### src/rtl/regfile_pkg.sv
// Shared constants, read-source encoding and packed-port helpers for the
// multi-port register file.
package regfile_pkg;

    localparam int unsigned DEF_DATA_W = 32;
    localparam int unsigned DEF_ADDR_W = 5;
    localparam int unsigned ZERO_ADDR  = 0;

    typedef enum logic [1:0] {
        SRC_ARRAY,
        SRC_WR0,
        SRC_WR1,
        SRC_ZERO
    } rdSrc_e;

    // LSB offset of port idx inside a packed bus of width-bit fields.
    function automatic int unsigned sliceLsb(input int unsigned idx, input int unsigned width);
        return idx * width;
    endfunction

endpackage

### src/rtl/regfile_scoreboard.sv
// Per-register busy scoreboard: issue sets, writeback clears, issue wins ties.
module regfile_scoreboard
    import regfile_pkg::*;
#(
    parameter int unsigned ADDR_W   = DEF_ADDR_W,
    parameter int unsigned NUM_RD   = 2,
    parameter int unsigned ZERO_REG = 1
) (
    input  logic                     clk,
    input  logic                     rst_n,
    input  logic [NUM_RD*ADDR_W-1:0] rd_addr,
    output logic [NUM_RD-1:0]        rd_busy,
    input  logic                     wr0_en,
    input  logic [ADDR_W-1:0]        wr0_addr,
    input  logic                     wr1_en,
    input  logic [ADDR_W-1:0]        wr1_addr,
    input  logic                     iss_en,
    input  logic [ADDR_W-1:0]        iss_addr,
    output logic                     any_busy
);

    localparam int unsigned DEPTH = 2 ** ADDR_W;

    logic [DEPTH-1:0] busy;
    logic [DEPTH-1:0] busyNext;

    // Clear is evaluated before set so a same-cycle re-issue keeps the bit high.
    always_comb begin
        busyNext = busy;
        for (int unsigned r = 0; r < DEPTH; r++) begin
            if ((wr0_en && wr0_addr == ADDR_W'(r)) || (wr1_en && wr1_addr == ADDR_W'(r)))
                busyNext[r] = 1'b0;
            if (iss_en && iss_addr == ADDR_W'(r))
                busyNext[r] = 1'b1;
        end
        if (ZERO_REG != 0)
            busyNext[ZERO_ADDR] = 1'b0;
    end

    always_ff @(posedge clk or negedge rst_n) begin
        if (!rst_n)
            busy <= '0;
        else
            busy <= busyNext;
    end

    genvar i;
    generate
        for (i = 0; i < NUM_RD; i++) begin : gBusyPort
            localparam int unsigned ALSB = sliceLsb(i, ADDR_W);
            assign rd_busy[i] = busy[rd_addr[ALSB +: ADDR_W]];
        end
    endgenerate

    assign any_busy = |busy;

endmodule

### src/rtl/regfile_mp.sv
// Multi-port register file: combinational reads with same-cycle write bypass,
// two rising-edge write ports, optional hardwired zero register.
module regfile_mp
    import regfile_pkg::*;
#(
    parameter int unsigned DATA_W   = DEF_DATA_W,
    parameter int unsigned ADDR_W   = DEF_ADDR_W,
    parameter int unsigned NUM_RD   = 2,
    parameter int unsigned ZERO_REG = 1,
    parameter int unsigned BYPASS   = 1
) (
    input  logic                     clk,
    input  logic                     rst_n,
    input  logic [NUM_RD*ADDR_W-1:0] rd_addr,
    output logic [NUM_RD*DATA_W-1:0] rd_data,
    output logic [NUM_RD-1:0]        rd_busy,
    input  logic                     wr0_en,
    input  logic [ADDR_W-1:0]        wr0_addr,
    input  logic [DATA_W-1:0]        wr0_data,
    input  logic                     wr1_en,
    input  logic [ADDR_W-1:0]        wr1_addr,
    input  logic [DATA_W-1:0]        wr1_data,
    input  logic                     iss_en,
    input  logic [ADDR_W-1:0]        iss_addr,
    output logic                     any_busy
);

    localparam int unsigned DEPTH    = 2 ** ADDR_W;
    localparam logic        ZERO_ON  = (ZERO_REG != 0);
    localparam logic        BYPASS_ON = (BYPASS != 0);

    logic [DATA_W-1:0] regs [DEPTH];

    logic wr0Ok;
    logic wr1Ok;
    logic wr0Keep;

    assign wr0Ok   = wr0_en && !(ZERO_ON && wr0_addr == ADDR_W'(ZERO_ADDR));
    assign wr1Ok   = wr1_en && !(ZERO_ON && wr1_addr == ADDR_W'(ZERO_ADDR));
    // Port 1 (load writeback) wins a same-address collision.
    assign wr0Keep = wr0Ok && !(wr1Ok && wr1_addr == wr0_addr);

    always_ff @(posedge clk or negedge rst_n) begin
        if (!rst_n) begin
            for (int unsigned r = 0; r < DEPTH; r++)
                regs[r] <= '0;
        end else begin
            if (wr0Keep)
                regs[wr0_addr] <= wr0_data;
            if (wr1Ok)
                regs[wr1_addr] <= wr1_data;
        end
    end

    genvar i;
    generate
        for (i = 0; i < NUM_RD; i++) begin : gReadPort
            localparam int unsigned ALSB = sliceLsb(i, ADDR_W);
            localparam int unsigned DLSB = sliceLsb(i, DATA_W);

            logic [ADDR_W-1:0] addr;
            rdSrc_e            src;
            logic [DATA_W-1:0] data;

            assign addr = rd_addr[ALSB +: ADDR_W];

            // Outputs are forced to zero while reset is held, including bypass.
            always_comb begin
                src = SRC_ARRAY;
                if (!rst_n || (ZERO_ON && addr == ADDR_W'(ZERO_ADDR)))
                    src = SRC_ZERO;
                else if (BYPASS_ON && wr1Ok && wr1_addr == addr)
                    src = SRC_WR1;
                else if (BYPASS_ON && wr0Ok && wr0_addr == addr)
                    src = SRC_WR0;
            end

            always_comb begin
                data = '0;
                case (src)
                    SRC_ARRAY: data = regs[addr];
                    SRC_WR0:   data = wr0_data;
                    SRC_WR1:   data = wr1_data;
                    default:   data = '0;
                endcase
            end

            assign rd_data[DLSB +: DATA_W] = data;
        end
    endgenerate

    regfile_scoreboard #(
        .ADDR_W   (ADDR_W),
        .NUM_RD   (NUM_RD),
        .ZERO_REG (ZERO_REG)
    ) uScoreboard (
        .clk      (clk),
        .rst_n    (rst_n),
        .rd_addr  (rd_addr),
        .rd_busy  (rd_busy),
        .wr0_en   (wr0_en),
        .wr0_addr (wr0_addr),
        .wr1_en   (wr1_en),
        .wr1_addr (wr1_addr),
        .iss_en   (iss_en),
        .iss_addr (iss_addr),
        .any_busy (any_busy)
    );

endmodule

### config.mk
export PLATFORM = sky130hd
export DESIGN_NAME = regfile_mp
export DESIGN_NICKNAME = d
export VERILOG_FILES = /design/src/rtl/regfile_pkg.sv /design/src/rtl/regfile_scoreboard.sv /design/src/rtl/regfile_mp.sv
export SDC_FILE = /design/constraint.sdc
export NUM_CORES = 2
export LEC_CHECK = 0
export ABC_AREA = 0
export BUFFER_PORTS_ARGS = -buffer_cell sky130_fd_sc_hd__buf_4
export CAP_MARGIN = 20
export CELL_PAD_IN_SITES_DETAIL_PLACEMENT = 2
export CELL_PAD_IN_SITES_GLOBAL_PLACEMENT = 2
export CORE_AREA = 2 2 354 427
export DETAILED_ROUTE_END_ITERATION = 10
export DIE_AREA = 0 0 356 429
export PLACE_DENSITY = 0.89
export SLEW_MARGIN = 20
export SYNTH_ARGS = -nofsm -noshare
export SYNTH_HDL_FRONTEND = slang
export SYNTH_SLANG_ARGS = --single-unit
### constraint.sdc
create_clock -name clk -period 8.5 [get_ports clk]
set_input_delay 1.7 -clock clk [delete_from_list [all_inputs] [get_ports clk]]
set_output_delay 1.7 -clock clk [all_outputs]
set_load 0.01 [all_outputs]
==> summary.txt, run 1 <==
Floorplan
  – Die H: around 430 µm
  – I/O pin count: 161
  – # rows: 155
  – Chip width: 356 µm
  – Initial Utilization: 0.459

Yosys
  – Synthesis Warnings: 0
  – Post-synth EDFFs: 0
  – FF+latch count, synth: 1,055
  – Async S/R FF share, synth: 1.00
  – Avg Cell Area, Syn: 10.1 µm²
  – Net Count, Synth: 6,843
  – Mapped cell area: 68,000 µm²
  – Sequential-to-total area share from yosys stat: 0.388
  – Count of unique library cells instantiated by Yosys: 71
  – Gate Count Post-Synth: 6,749
  – Synth Flop Type: dfrtp_1

Place
  – GP Congestion: 0.959
  – DPL Wire Length: 229,000 µm
  – I/O Buffers: 160

CTS
  – CTS root buf: clkbuf_16
  – # Post-CTS Setup Buffers: 0
  – Post-CTS Hold Fix Bufs: 0
  – Clock buffer depth: 3
  – CTS buffer count: ~110
  – CTS resizes: 0
  – CTS Sinks: 1,055
  – H-tree depth: 3

Global route
  – Largest net degree at the start of global routing: 136
  – Gr usage total: 0.802
  – Overflow after GRT: 187
  – Initial antenna violation count: 109

Outcome
  – Status: did not finish
  – Error: [ERROR GRT-0232] Routing congestion too high. Check the congestion heatmap in the GUI.
  – Failed at: global routing
[through the flow]
| step | instances | util | setup slack [ps] | hold WS (ps) | area [µm²] |
|---|---|---|---|---|---|
| 3_3_place_gp | 8128 | 0.466 | 1660 | 377 | 69000 |
| 3_5_place_dp | 8130 | 0.466 | 1630 | 384 | 69100 |
| 4_1_cts | 8338 | 0.493 | 1520 | 408 | 73100 |
| 2_1_floorplan | 6749 | - | 3090 | 441 | 68000 |
[Yosys cell counts (all sizes together) (13+ instances only)]
library cell	instances	area share
mux4	409	0.14
nand4	22	0.0020
xnor2	16	0.0021
buf	310	0.034
a31o	13	0.0017
nor2	697	0.039
a22oi	107	0.012
a32oi	46	0.0059
mux2i	993	0.15
a221oi	21	0.0027
o211ai	193	0.021
mux2	22	0.0036
nor2b	30	0.0028
a21oi	641	0.047
and3	15	0.0014
nand3	299	0.022
nor3	13	0.00096
a22o	52	0.0067
a32o	25	0.0037
nand2	576	0.032
a31oi	53	0.0073
dfrtp	1055	0.39
or4	33	0.0037
and2	18	0.0017
nor4	13	0.0013
o21ai	229	0.017
o21a	16	0.0018
clkbuf	602	0.033
o22ai	126	0.012
[cell families after synthesis]
family	after synthesis	share of synthesized area
AO/OA/AOI/OAI	1566	0.145
flip-flops	1055	0.388
buffers and inverters	918	0.0672
XOR/XNOR	25	0.00322
AND/OR/NAND/NOR	1761	0.111
multiplexers	1424	0.285
[layer usage]
metal  GRT overflow  track usage
met3             15        0.753
met4             74        0.762
met1              3        0.785
met5              3        0.547
met2             92        0.902
==> inputs of run 2 (changes only) <==
CELL_PAD_IN_SITES_DETAIL_PLACEMENT = default   (was 2)
CELL_PAD_IN_SITES_GLOBAL_PLACEMENT = default   (was 2)
CORE_AREA = 2 2 426 428   (was 2 2 354 427)
DIE_AREA = 0 0 428 430   (was 0 0 356 429)
PLACE_DENSITY = default   (was 0.89)
PLACE_DENSITY_LB_ADDON = 0.15   (was default)
==> run 2 against run 1 <==
Against the previous run:
- the run now ends clean
- synthesized cell count unchanged
- area after synthesis unchanged
==> summary.txt, run 2 <==
Detailed routing
  – Met1 WL: 126,000 µm
  – DRT iter0 DRCs: roughly 8,900
  – Routed via count: 59,600
  – Max Used Layer: met5
  – First-pass DRT Iterations: 9
  – Metal2 WL: between 100,000 and 150,000 µm
  – Vias/cell: 6.78
  – Met3 WL: 37,900 µm
  – Post-route DRC: 0
  – Drt wl/cell: 38.3 µm
  – DRT antenna net count: 0
  – WL final: 337,000 µm

Power
  – P_int: 11,900 µW
  – Tot Pwr: ~18,000 µW
  – Sw Share: 0.335
  – Switching power: 5990 µW
  – Register share of total power: 0.421
  – Pwr Density: roughly 240 nW/µm²
  – Comb power frac: 0.254
  – Clk pwr share: 0.325
  – Worst ir drop on vdd: 157 µV
  – Pleak: between 0.03 and 0.04 µW

Yosys
  – Top cells by count, synth: dfrtp_1 (1,055), mux2i_1 (993), nor2_1 (696)
  – Synth Flop Type: dfrtp_1
  – Top post-synthesis cells by area: dfrtp_1 (39%), mux2i_1 (15%), mux4_2 (14%)
  – Count of unique library cells instantiated by Yosys: 71 (unchanged)
  – Post-synth top area share: 0.388 (unchanged)
  – Post-synth EDFFs: 0 (unchanged)
  – Net Count, Synth: 6,843 (unchanged)
  – Count leader, synth: dfrtp_1
  – Leading area contributor after synthesis: dfrtp_1
  – Avg Cell Area, Syn: 10.1 µm² (unchanged)
  – Async S/R FF share, synth: 1.00 (unchanged)
  – Mapped cell area: 68,000 µm² (unchanged)
  – Synthesis Warnings: 0 (unchanged)
  – Gate Count Post-Synth: 6,749 (unchanged)
  – FF+latch count, synth: 1,055 (unchanged)
  – Sequential-to-total area share from yosys stat: 0.388 (unchanged)

Job
  – Total of max-cap violations: 0

Critical path
  – Crit-path max FO: 61
  – Crit path required time: 6800 ps
  – CP Launch Type: primary input
  – Worst path arrival time: 5430 ps
  – R2r worst-path depth: 2
  – Crit Path Class: primary input to output port
  – RR Endpoint: regs[664]
  – Reg2Reg Setup Slack: 7630 ps
  – FF-to-FF Start: regs[664]
  – Critical Path Sink Type: output port

CTS
  – CTS Sinks: 1,055 (unchanged)
  – Clock buffer depth: 3 (unchanged)
  – # Post-CTS Setup Buffers: 0 (unchanged)
  – CTS resizes: 0 (unchanged)
  – Worst-Skew Late Latency: ~800 ps
  – CTS tree: yes
  – H-tree depth: 4 (+1)
  – Clk pin slew, worst setup/hold paths: 60 ps
  – CTS buffer count: 130 (+14%)
  – Post-CTS Hold Fix Bufs: 0 (unchanged)
  – CTS root buf: clkbuf_16

Global route
  – Largest net degree at the start of global routing: 151
  – Overflow after GRT: 0
  – Initial antenna violation count: 15
  – First-pass GRT wire length: ~470,000 µm
  – Gr usage total: 0.357
  – Vias in the first global route: about 56,000

Floorplan
  – # rows: 156 (+0.65%)
  – Chip width: 428 µm (+20%)
  – CORE AREA: 180,000 µm²
  – Initial Utilization: 0.378 (-0.0806)
  – I/O pin count: 161 (unchanged)
  – Die H: 430 µm (+0.23%)
  – Die footprint: 184,000 µm²

Timing
  – Fmax: 140 MHz
  – Final worst path period need: 7130 ps
  – Tightest Pin Transition: 1240 ps
  – RSZ-0062 raised after global routing: no
  – Max_slew headroom: 0.173
  – Pins Over Slew Limit: 0
  – Final hold vios: 0
  – Max Clock Skew: 0 ps
  – Final setup viols: 0
  – Setup TNS: 0 ps
  – Fin crit share: 0.838

Cells and area
  – Synth-to-Final Area Change: 8.97%
  – # fillers: 17,200
  – Final Net Count: about 6,400
  – Largest regs: regs (1024), uScoreboard.busy (31)
  – Layout cells sized above 1: 0.170
  – Max reg flops: 1,024
  – Most frequent cells in the layout: dfrtp_1 (1,055), mux2i_1 (993), nor2_1 (688)
  – Fin area: 74,100 µm²
  – Largest Register: regs
  – Most common cell after layout, fill and taps aside: dfrtp_1
  – Final core utilization: 0.412

Worst hold path
  – Hold Path Depth: 0
  – Hold EP: regs[1020]
  – Worst min-delay path class: flop to flop
  – Min-delay src: regs[1020]

Place
  – DPL Wire Length: 197,000 µm (-14%)
  – I/O Buffers: 160 (unchanged)
  – GP Congestion: 0.948 (-1.2%)
  – Placed inst area: 69,700 µm² (+0.94%)

Outcome
  – Status: completed
-- run 2: cell counts after synthesis --
No cell type changed its count.
-- run 2: cell families (layout without fill, tap and decap cells) --
logic type,Yosys count,in the layout,synth area share
AO/OA/AOI/OAI,1566,1566,0.145
XOR/XNOR,25,25,0.00322
buffers and inverters,918,577,0.0672
flip-flops,1055,1055,0.388
multiplexers,1424,1424,0.285
other,0,11,0
AND/OR/NAND/NOR,1761,1761,0.111
-- run 2: worst max-delay path by stage --
stage | from | end | slack [ps] | depth (start not counted)
3_3_place_gp | rd_addr[6] | rd_data[60] | 1590 | 8
2_1_floorplan | rd_addr[5] | rd_busy[1] | 3090 | 6
6_report | rd_addr[6] | rd_data[60] | 1370 | 8
5_1_grt | rd_addr[6] | rd_data[60] | 1410 | 8
3_5_place_dp | rd_addr[6] | rd_data[60] | 1570 | 8
4_1_cts | rd_addr[6] | rd_data[60] | 1550 | 8
-- run 2: critical path, cell delays in order --
cell and delay, ps:
buf_6 520, nand2b_1 270, or2_2 950, buf_4 340, o22ai_1 80, or4_1 710, o21ai_0 540, buf_4 230
-- run 2: power groups by stage --
stage | Clock (µW) | Combinational, µW | Sequential [µW]
floorplan | 0 | 3250 | 7060
global route | 6040 | 4840 | 7630
global placement | 0 | 4380 | 7470
detailed placement | 0 | 4450 | 7500
finish | 5820 | 4540 | 7520
CTS | 5840 | 4460 | 7430
-- run 2: metrics by stage --
step	worst slack (ps)	cells	hold WS [ps]
final	1370	8789	402
after global routing	1410	8783	409
after CTS	1550	8778	395
after detailed placement	1570	8543	382
after global placement	1590	8540	377
after floorplan	3090	6749	441
-- run 2: per-layer routing --
| metal | GRT usage | vias to the layer above |
|---|---|---|
| met2 | 0.532 | 4301 |
| met3 | 0.102 | 1113 |
| li1 | - | 23900 |
| met5 | 0 | - |
| met1 | 0.452 | 30300 |
| met4 | 0.241 | 12 |
-- run 2: layout make-up --
cell class,count,area (µm²),area share
Tap cell,2370,2970,0.0400
Timing Repair Buffer,336,2790,0.0377
Inverter,6,22.5,0.000304
Clock buffer,193,3940,0.0532
Multi-Input combinational cell,4776,37500,0.507
Antenna cell,11,27.5,0.000372
Clock inverter,42,379,0.00512
Sequential cell,1055,26400,0.356
No activity file was read; power rests on OpenSTA's default activity.
